==> src/rtl/mux_sel_scheduler_if.sv <==
// Scheduler control/status bundle: enable and request lines in, mux select and strobes out.
// The master drives en/req; the slave (scheduler) drives the registered select side.
interface mux_sel_scheduler_if;
    logic       en;
    logic [3:0] req;
    logic [1:0] sel;
    logic       sel_valid;
    logic       slot_start;
    logic       wrap;

    modport master (
        output en,
        output req,
        input  sel,
        input  sel_valid,
        input  slot_start,
        input  wrap
    );

    modport slave (
        input  en,
        input  req,
        output sel,
        output sel_valid,
        output slot_start,
        output wrap
    );
endinterface

==> src/rtl/mux_sel_scheduler.sv <==
// Round-robin TDM scheduler driving a 4x1 mux select, DWELL cycles per granted slot.
// Latency: 1 cycle from request (at a slot boundary) to registered select/strobes.
// Backpressure: none; en/req are only sampled at slot boundaries, a running slot always completes.
module mux_sel_scheduler #(
    parameter int DWELL = 4,
    parameter int CNT_W = 8
) (
    input  logic                 clk,
    input  logic                 rst_n,
    mux_sel_scheduler_if.slave   sch
);
    typedef enum logic {S_IDLE, S_DWELL} state_t;

    localparam logic [CNT_W-1:0] RELOAD = CNT_W'(DWELL - 1);

    state_t           state_q, state_d;
    logic [CNT_W-1:0] cnt_q;
    logic [1:0]       ptr_q;
    logic             have_prev_q;
    logic [1:0]       sel_q;
    logic             sel_valid_q;
    logic             slot_start_q;
    logic             wrap_q;

    logic [1:0]       pick;
    logic [1:0]       idx;
    logic             cnt_zero;
    logic             grant;

    assign cnt_zero = (cnt_q == '0);

    // Walk offsets from farthest to nearest so the nearest requester after ptr wins;
    // offset 4 wraps back onto ptr itself, letting a lone requester be re-granted.
    always_comb begin
        pick = ptr_q;
        idx  = 2'b00;
        for (int i = 4; i >= 1; i--) begin
            idx = ptr_q + 2'(i);
            if (sch.req[idx]) begin
                pick = idx;
            end
        end
    end

    always_comb begin
        state_d = state_q;
        grant   = 1'b0;
        case (state_q)
            S_IDLE: begin
                if (sch.en && |sch.req) begin
                    grant   = 1'b1;
                    state_d = S_DWELL;
                end
            end
            S_DWELL: begin
                if (cnt_zero) begin
                    if (sch.en && |sch.req) begin
                        grant = 1'b1;
                    end else begin
                        state_d = S_IDLE;
                    end
                end
            end
            default: state_d = S_IDLE;
        endcase
    end

    always_ff @(posedge clk or negedge rst_n) begin
        if (!rst_n) begin
            state_q <= S_IDLE;
        end else begin
            state_q <= state_d;
        end
    end

    always_ff @(posedge clk or negedge rst_n) begin
        if (!rst_n) begin
            cnt_q        <= '0;
            ptr_q        <= 2'd3;
            have_prev_q  <= 1'b0;
            sel_q        <= 2'd0;
            sel_valid_q  <= 1'b0;
            slot_start_q <= 1'b0;
            wrap_q       <= 1'b0;
        end else begin
            slot_start_q <= grant;
            wrap_q       <= grant && have_prev_q && (pick <= ptr_q);
            if (grant) begin
                sel_q       <= pick;
                sel_valid_q <= 1'b1;
                ptr_q       <= pick;
                have_prev_q <= 1'b1;
                cnt_q       <= RELOAD;
            end else if (state_q == S_DWELL) begin
                // sel is deliberately left alone when the slot ends so the mux never glitches.
                if (cnt_zero) begin
                    sel_valid_q <= 1'b0;
                end else begin
                    cnt_q <= cnt_q - CNT_W'(1);
                end
            end
        end
    end

    assign sch.sel        = sel_q;
    assign sch.sel_valid  = sel_valid_q;
    assign sch.slot_start = slot_start_q;
    assign sch.wrap       = wrap_q;
endmodule

==> src/flat_wrapper.sv <==
// flat-port wrapper written by rule: the top's interface ports become plain ports
module mux_sel_scheduler_flat 
#(
    parameter int DWELL = 4,
    parameter int CNT_W = 8
)
  (clk, rst_n, sch_en, sch_req, sch_sel, sch_sel_valid, sch_slot_start, sch_wrap);
  mux_sel_scheduler_if sch_i ();
  input  logic clk;
  input  logic rst_n;
  input wire logic [$bits(sch_i.en)-1:0] sch_en;
  input wire logic [$bits(sch_i.req)-1:0] sch_req;
  output wire logic [$bits(sch_i.sel)-1:0] sch_sel;
  output wire logic [$bits(sch_i.sel_valid)-1:0] sch_sel_valid;
  output wire logic [$bits(sch_i.slot_start)-1:0] sch_slot_start;
  output wire logic [$bits(sch_i.wrap)-1:0] sch_wrap;
  assign sch_i.en = sch_en;
  assign sch_i.req = sch_req;
  assign sch_sel = sch_i.sel;
  assign sch_sel_valid = sch_i.sel_valid;
  assign sch_slot_start = sch_i.slot_start;
  assign sch_wrap = sch_i.wrap;
  mux_sel_scheduler #(.DWELL(DWELL), .CNT_W(CNT_W)) u_core (.clk(clk), .rst_n(rst_n), .sch(sch_i));
endmodule
==> config.mk <==
export PLATFORM = sky130hd
export DESIGN_NAME = mux_sel_scheduler_flat
export DESIGN_NICKNAME = d
export VERILOG_FILES = /design/src/rtl/mux_sel_scheduler_if.sv /design/src/rtl/mux_sel_scheduler.sv /design/src/flat_wrapper.sv
export SDC_FILE = /design/constraint.sdc
export NUM_CORES = 1
export LEC_CHECK = 0
export BUFFER_PORTS_ARGS = -buffer_cell sky130_fd_sc_hd__buf_2
export CAP_MARGIN = 20
export CELL_PAD_IN_SITES_DETAIL_PLACEMENT = 1
export CELL_PAD_IN_SITES_GLOBAL_PLACEMENT = 2
export CORE_UTILIZATION = 38
export DETAILED_ROUTE_END_ITERATION = 7
export PLACE_DENSITY = 0.83
export SYNTH_ARGS = -nofsm -noshare
export SYNTH_HDL_FRONTEND = slang
export SYNTH_SLANG_ARGS = --single-unit
==> constraint.sdc <==
create_clock -name clk -period 3.2 [get_ports clk]
set_input_delay 0.64 -clock clk [delete_from_list [all_inputs] [get_ports clk]]
set_output_delay 0.64 -clock clk [all_outputs]
set_load 0.05 [all_outputs]
==> results.md, run 1 <==
- Grt total ovfl: 0
- All-layer global routing usage: 0.194
- Clk slew on worst S/H paths: 0.11 ns
- Fin area: 1050 um2
- Post-DRT Antenna Nets: 0
- Ports: 12
- Initial antenna violation count: 0
- Setup Buffers After CTS: 0
- Largest net degree at the start of global routing: 18
- Part of the Yosys area used for sequential elements: 0.454
- Vert. Die Dim: 51.8 um
- Seq cells post-synth: 17
- Wire per inst: 15.8 um
- Most frequent cells in the layout: dfrtp_1, buf_2, a21oi_1
- Sink Count: 17
- Routed WL: 2110 um
- Synth Area in Compound Gates: 0.198
- Worst Setup End Kind: flip-flop
- Area growth from synthesis to layout: 12.0%
- Worst R2R Start: u_core.cnt_q[0]$_DFFE_PN0P_
- Slowest stage delay, CP: 0.49 ns
- Sequential share of power: 0.422
- Standby leakage power: 0.474 nW
- Critical Path Source: u_core.cnt_q[0]$_DFFE_PN0P_
- Largest family of logic cells by synthesized area: simple AND/OR/NAND/NOR gates
- RSZ-0062 raised after global routing: no
- Worst reg2reg setup slack: 1.02 ns
- Max Cap Viol: 0
- Worst slew margin: 0.683
- HP Class: input pin to async pin
- Sum of negative setup slack: 0 ns
- Hold_buf cts: 0
- Worst Tran Pin Value: 0.473 ns
- Nets: 118
- Status: complete, no violations
- Post-Syn Area: 942 um2
- Final Cycle Share: 0.682
- GPL Wtd Cong: 0.782
- Yosys top cell area share: 0.398
- H-tree depth: 1
- Worst path slowest cell: or4b_1
- First-pass GRT wire length: 3740 um
- Clock Power Share: 0.122
- Vias in the first global route: 828
- Synth cell types: 36
- Vias per cell: 5.55
- Max Slew Vio Count: 0
- Placed cell area: 1020 um2
- Antenna diodes: 0
- Root Driver: clkbuf_4
- Max Clock Freq: 458 MHz
- Layout cells sized above 1: 0.255
- Switching share of power: 0.447
- Die width: 51.8 um
- Critical path class: flip-flop to flip-flop
- Routed via count: 744
- Die area: 2680 um2
- Worst reg2reg path depth: 6
- Net count after synthesis: 103
- Ys Warns: 0
- DRC: 0
- Cell-internal power: 548 uW
- CTS tree: done
- Starting DRT DRC Count: 3
- Post-CTS resize count: 0
- Comb pwr share: 0.456
- FILL cells: 265
- CP arrival: 2.41 ns
- DP HPWL: 1530 um
- Synth area leader: dfrtp_1
- CP required: 3.43 ns
- Mean Syn Cell Area: 10.2 um2
- Gate Count Post-Synth: 92
- Layout Skew: 0.00727 ns
- Final setup violation count: 0
- Adder-Cell Fraction of Synth Area: 0.0531
- Power Density: 939 nW/um2
- Crit path time final: 2.18 ns
- RR Endpoint: u_core.cnt_q[2]$_DFFE_PN0P_
- Crit path capture: u_core.cnt_q[2]$_DFFE_PN0P_
- Total CTS buffers: 3
- Worst skew pair latency: 0.30 ns
- Core box area: 2280 um2
- Startpoint Class: flip-flop
- Net Switching: 442 uW
- Initial core utilization: 0.414
- Max VDD drop: 0.470 mV
- Multiplexer share of the synthesized area: 0.0571
- Site row count: 17
- Top cells by area, synth: dfrtp_1, dfstp_2, ha_1
- Most common cell after layout, fill and taps aside: dfrtp_1
- First-pass iteration count of the detailed router: 4
- Final hold vios: 0
- Post-Synth XOR/XNOR Area: 0.00930
- Clock buffer depth: 2
- CP max FO: 11
- Synth Area in Simple Gates: 0.201
- Port Buffer Count: 11
- CP Cell Sequence: inv_1, ha_1, or4b_1, o21ai_2, mux2_2, mux2i_1
[layout make-up]
| cell class | count | area (um2) | area share |
|---|---|---|---|
| multi-input combinational | 69 | 488 | 0.463 |
| inverter | 5 | 18.8 | 0.0178 |
| clock inverter | 1 | 7.51 | 0.00712 |
| clock buffer | 3 | 22.5 | 0.0214 |
| sequential | 17 | 428 | 0.406 |
| tap | 28 | 35.0 | 0.0332 |
| timing repair buffer | 11 | 55.1 | 0.0522 |
[power by group through the flow]
stage	combinational [mW]	sequential [mW]	clock (mW)
after floorplan	0.292	0.454	0
after global placement	0.438	0.416	0
after detailed placement	0.450	0.425	0
after CTS	0.458	0.420	0.126
after global routing	0.513	0.435	0.136
final	0.452	0.418	0.121
[state kept, by name (all words and copies together), names as in the netlist]
| signal | count |
|---|---|
| u_core.sch.sel | 2 |
| u_core.state_q | 1 |
| u_core.sch.wrap | 1 |
| u_core.have_prev_q | 1 |
| u_core.sch.sel_valid | 1 |
| u_core.sch.slot_start | 1 |
| u_core.ptr_q | 2 |
| u_core.cnt_q | 8 |
[cells by family after synthesis]
logic type | after synthesis
compound gates | 28
xor+xnor | 1
fa+ha+maj | 4
buf+inv | 6
flops | 17
mux | 5
simple gates | 31
[through the flow]
step	instances	hold slack [ns]	power (mW)	util	setup WS (ns)
after floorplan	92	0.344	0.747	-	1.31
after global placement	130	0.456	0.855	0.450	0.909
after detailed placement	130	0.466	0.874	0.450	0.866
after CTS	134	0.253	1.00	0.463	1.00
after global routing	134	0.261	1.08	0.463	0.853
final	134	0.248	0.991	0.463	1.02
[worst min-delay path by stage]
| stage | slack, ns | end | depth (start not counted) |
|---|---|---|---|
| floorplan | 0.34 | u_core.cnt_q[0]$_DFFE_PN0P_ | 0 |
| global placement | 0.46 | u_core.have_prev_q$_DFFE_PN0P_ | 1 |
| detailed placement | 0.47 | u_core.have_prev_q$_DFFE_PN0P_ | 1 |
| CTS | 0.25 | u_core.cnt_q[2]$_DFFE_PN0P_ | 1 |
| global route | 0.26 | u_core.cnt_q[2]$_DFFE_PN0P_ | 1 |
| finish | 0.25 | u_core.cnt_q[2]$_DFFE_PN0P_ | 1 |
[Yosys cell counts]
master    instances
o21ai_2           1
nor3_1            5
nand3_1           5
a21boi_2          1
o21ai_1           3
nor2_1            3
o41a_1            1
a31oi_1           1
buf_4             1
o31ai_1           1
a22o_1            1
nand2_1           3
inv_1             5
or2_2             1
a21o_1            2
and3_1            1
or4b_1            1
or4_4             1
a311oi_1          1
nor2_2            1
a21oi_1           9
nand2b_1          3
nor4b_2           1
or3_1             3
xnor2_1           1
ha_1              4
mux2_2            3
or3b_1            1
and3b_1           1
a211oi_1          1
nor2b_1           1
o41ai_2           1
dfrtp_1          15
dfstp_2           2
o21ai_0           5
mux2i_1           2
[worst max-delay path, delay by kind of cell, from the launching register on]
kind / cells / cell delay (ns)
adders and majority gates: 1 / 0.16
buffers and inverters: 1 / 0.10
muxes: 2 / 0.53
DFF: 1 / 0.43
AOI/OAI and AO/OA: 1 / 0.40
and+or+nand+nor: 1 / 0.49
[per-layer routing]
layer | GRT usage | up-vias | wire length (um)
li1 | - | 368 | -
met1 | 0.243 | 365 | 1050
met2 | 0.327 | 9 | 995
met3 | 0.0556 | 2 | 54
met4 | 0.0495 | 0 | 14
met5 | 0 | - | 0
No activity file was read; power rests on OpenSTA's default activity.
==> inputs of run 2 (changes only) <==
Settings changed: ABC_AREA set to 1, CORE_UTILIZATION 38 to 29, PLACE_DENSITY 0.83 to 0.75.
Clock period 3.2 ns to 1.75 ns, I/O delays scaled along.
==> results.md, run 2 <==
- Status: finished with violations
- Failing checks: negative setup slack
- Sink Count: 17
- Final hold vios: 0
- Power Density: 1930 nW/um2
- Standby leakage power: 0.742 nW
- Buffers & Inverters on Critical Path: 0
- Ys Warns: 0
- Top Family by Delay on Critical Path: flip-flops
- CP Cell Sequence: nor2_1, nand2_1, nand2_2, nor2_4, nand3_2, a21boi_2, ha_4, a21oi_2, a21oi_2, nor3_2
- Worst R2R Start: u_core.ptr_q[0]$_DFFE_PN1P_
- Wire length on met1: 1200 um
- Port Buffer Count: 11
- Most frequent CP cell: a21oi_2
- Most frequent cells in the layout: nand2_1, buf_4, dfrtp_1
- Initial core utilization: 0.309
- Slowest stage delay, CP: 0.63 ns
- Clk slew on worst S/H paths: 0.10 ns
- Ports: 12
- Routed via count: 967
- Antenna diodes: 0
- Non-filler instance count after layout: 217
- Placed Instances: 207
- Seq cells post-synth: 17
- Hold Path Origin: sch_en
- Top layer in use: met3
- Overall Power: 2.67 mW
- Wire per inst: 11.9 um
- Worst slew margin: 0.737
- HP Class: input pin to flip-flop
- Synth area leader: dfrtp_1
- CP arrival: 2.10 ns
- Mean Syn Cell Area: 7.48 um2
- First-pass iteration count of the detailed router: 3
- DRC: 0
- Worst Setup End Kind: flip-flop
- Die area: 3880 um2
- Max VDD drop: 0.542 mV
- Gate Count Post-Synth: 141
- CP max FO: 8
- Layout cells sized above 1: 0.392
- EDFF count, synth: 0
- Synth cell types: 23
- Async SR Flop Fraction: 1.00
- Max Clock Freq: 530 MHz
- Critical Path Source: u_core.ptr_q[0]$_DFFE_PN1P_
- Routed WL: 2580 um
- Final setup violation count: 1
- Vert. Die Dim: 62.3 um
- Nets: 183
- Grt total ovfl: 0
- Area growth from synthesis to layout: 31.2%
- RSZ-0062 raised after global routing: yes
- Metal3 WL: 50 um
- Die width: 62.3 um
- Critical path class: flip-flop to flip-flop
- Vias in the first global route: 973
- Part of the Yosys area used for sequential elements: 0.406
- Max reg flops: 8
- Most common cell after layout, fill and taps aside: nand2_1
- Top-count cell post-synth: nand2_1
- Min setup slack post-route: -0.136 ns
- Layout Skew: 0.00170 ns
- Routed length on met2: 1330 um
- Startpoint Class: flip-flop
- All-layer global routing usage: 0.137
- Yosys top cell area share: 0.356
- Placed cell area: 1230 um2
- Vias per cell: 4.46
- Starting DRT DRC Count: 22
- Reg with most FFs: u_core.cnt_q
- Worst skew pair latency: 0.29 ns
- Net count after synthesis: 152
- Crit path time final: 1.89 ns
- Core box area: 3420 um2
- Fin area: 1380 um2
- CP required: 1.97 ns
- Commonest cells post-synth: nand2_1, dfrtp_1, inv_1
- H-tree depth: 1
- Total CTS buffers: 3
- Final Cycle Share: 1.08
- Sum of negative setup slack: -0.136 ns
- Largest net degree at the start of global routing: 18
- Root Driver: clkbuf_4
- GPL Wtd Cong: 0.744
- Initial antenna violation count: 0
- Site row count: 21
- Max Slew Vio Count: 0
- First-pass GRT wire length: 4270 um
- Top cells by area, synth: dfrtp_1, nand2_1, dfstp_2
- Max Cap Viol: 0
- Clock buffer depth: 2
- CTS tree: done
- DP HPWL: 1890 um
- Ys flop type: dfrtp_1
- Worst Tran Pin Value: 0.395 ns
- Post-Syn Area: 1050 um2
- Post-DRT Antenna Nets: 0
- Worst path slowest cell: dfstp_2
## run 2: cell families (layout without fill, tap and decap cells)
kind of cell	after synthesis	count (layout)	share of synthesized area
XOR/XNOR	5	5	0.0415
AO/OA/AOI/OAI	10	10	0.0593
buffers and inverters	20	50	0.0890
AND/OR/NAND/NOR	85	85	0.357
flip-flops	17	17	0.406
adder cells (fa/ha/maj)	4	4	0.0475
## run 2: layer usage
layer	GRT usage	vias up
li1	-	498
met1	0.176	461
met2	0.238	8
met3	0.0349	0
met4	0.0174	0
met5	0	-
## run 2: final cells by class
| type | instances | area [um2] |
|---|---|---|
| Clock buffer | 3 | 22.5 |
| Inverter | 17 | 66.3 |
| Fill cell | 451 | 2030 |
| Clock inverter | 1 | 5.00 |
| Sequential cell | 17 | 428 |
| Multi-Input combinational cell | 104 | 612 |
| Tap cell | 46 | 57.6 |
| Timing Repair Buffer | 29 | 193 |
## run 2: power breakdown
group          leakage (nW)  internal [mW]  switching [mW]
clock network        0.0177         0.0850           0.127
registers             0.199          0.565           0.147
logic                 0.525          0.769           0.979
total                 0.742           1.42            1.25
## run 2: final timing paths
| check | end | slack [ns] | depth (start not counted) |
|---|---|---|---|
| max | u_core.sch.wrap$_DFF_PN0_ | -0.14 | 10 |
| min | u_core.state_q$_DFF_PN0_ | 0.46 | 3 |
| max reg2reg | u_core.sch.wrap$_DFF_PN0_ | -0.14 | 10 |
| min reg2reg | u_core.have_prev_q$_DFFE_PN0P_ | 0.48 | 2 |
| max in group asynchronous | u_core.ptr_q[0]$_DFFE_PN1P_ | 0.92 | 2 |
| min in group asynchronous | u_core.cnt_q[5]$_DFFE_PN0P_ | 0.51 | 2 |
## run 2: timing repair
item,CTS,global route
cloned,0,0
pin swaps,4,7
hold endpoints to repair,15,0
setup endpoints to repair,1,4
hold buffers,1,0
resized for setup,7,15
setup buffers,1,4
## run 2: worst min-delay path, stage by stage
cell     delay (ns)
buf_2          0.07
nand2_1        0.09
nand2_4        0.18
## run 2: per-stage QoR
| stage | utilization | setup WS [ns] | hold slack, ns |
|---|---|---|---|
| 6_report | 0.405 | -0.136 | 0.460 |
| 5_1_grt | 0.405 | -0.261 | 0.476 |
| 4_1_cts | 0.380 | -0.0877 | 0.486 |
| 3_5_place_dp | 0.360 | -0.132 | 0.302 |
| 3_3_place_gp | 0.360 | -0.102 | 0.299 |
| 2_1_floorplan | - | -0.0109 | 0.0544 |
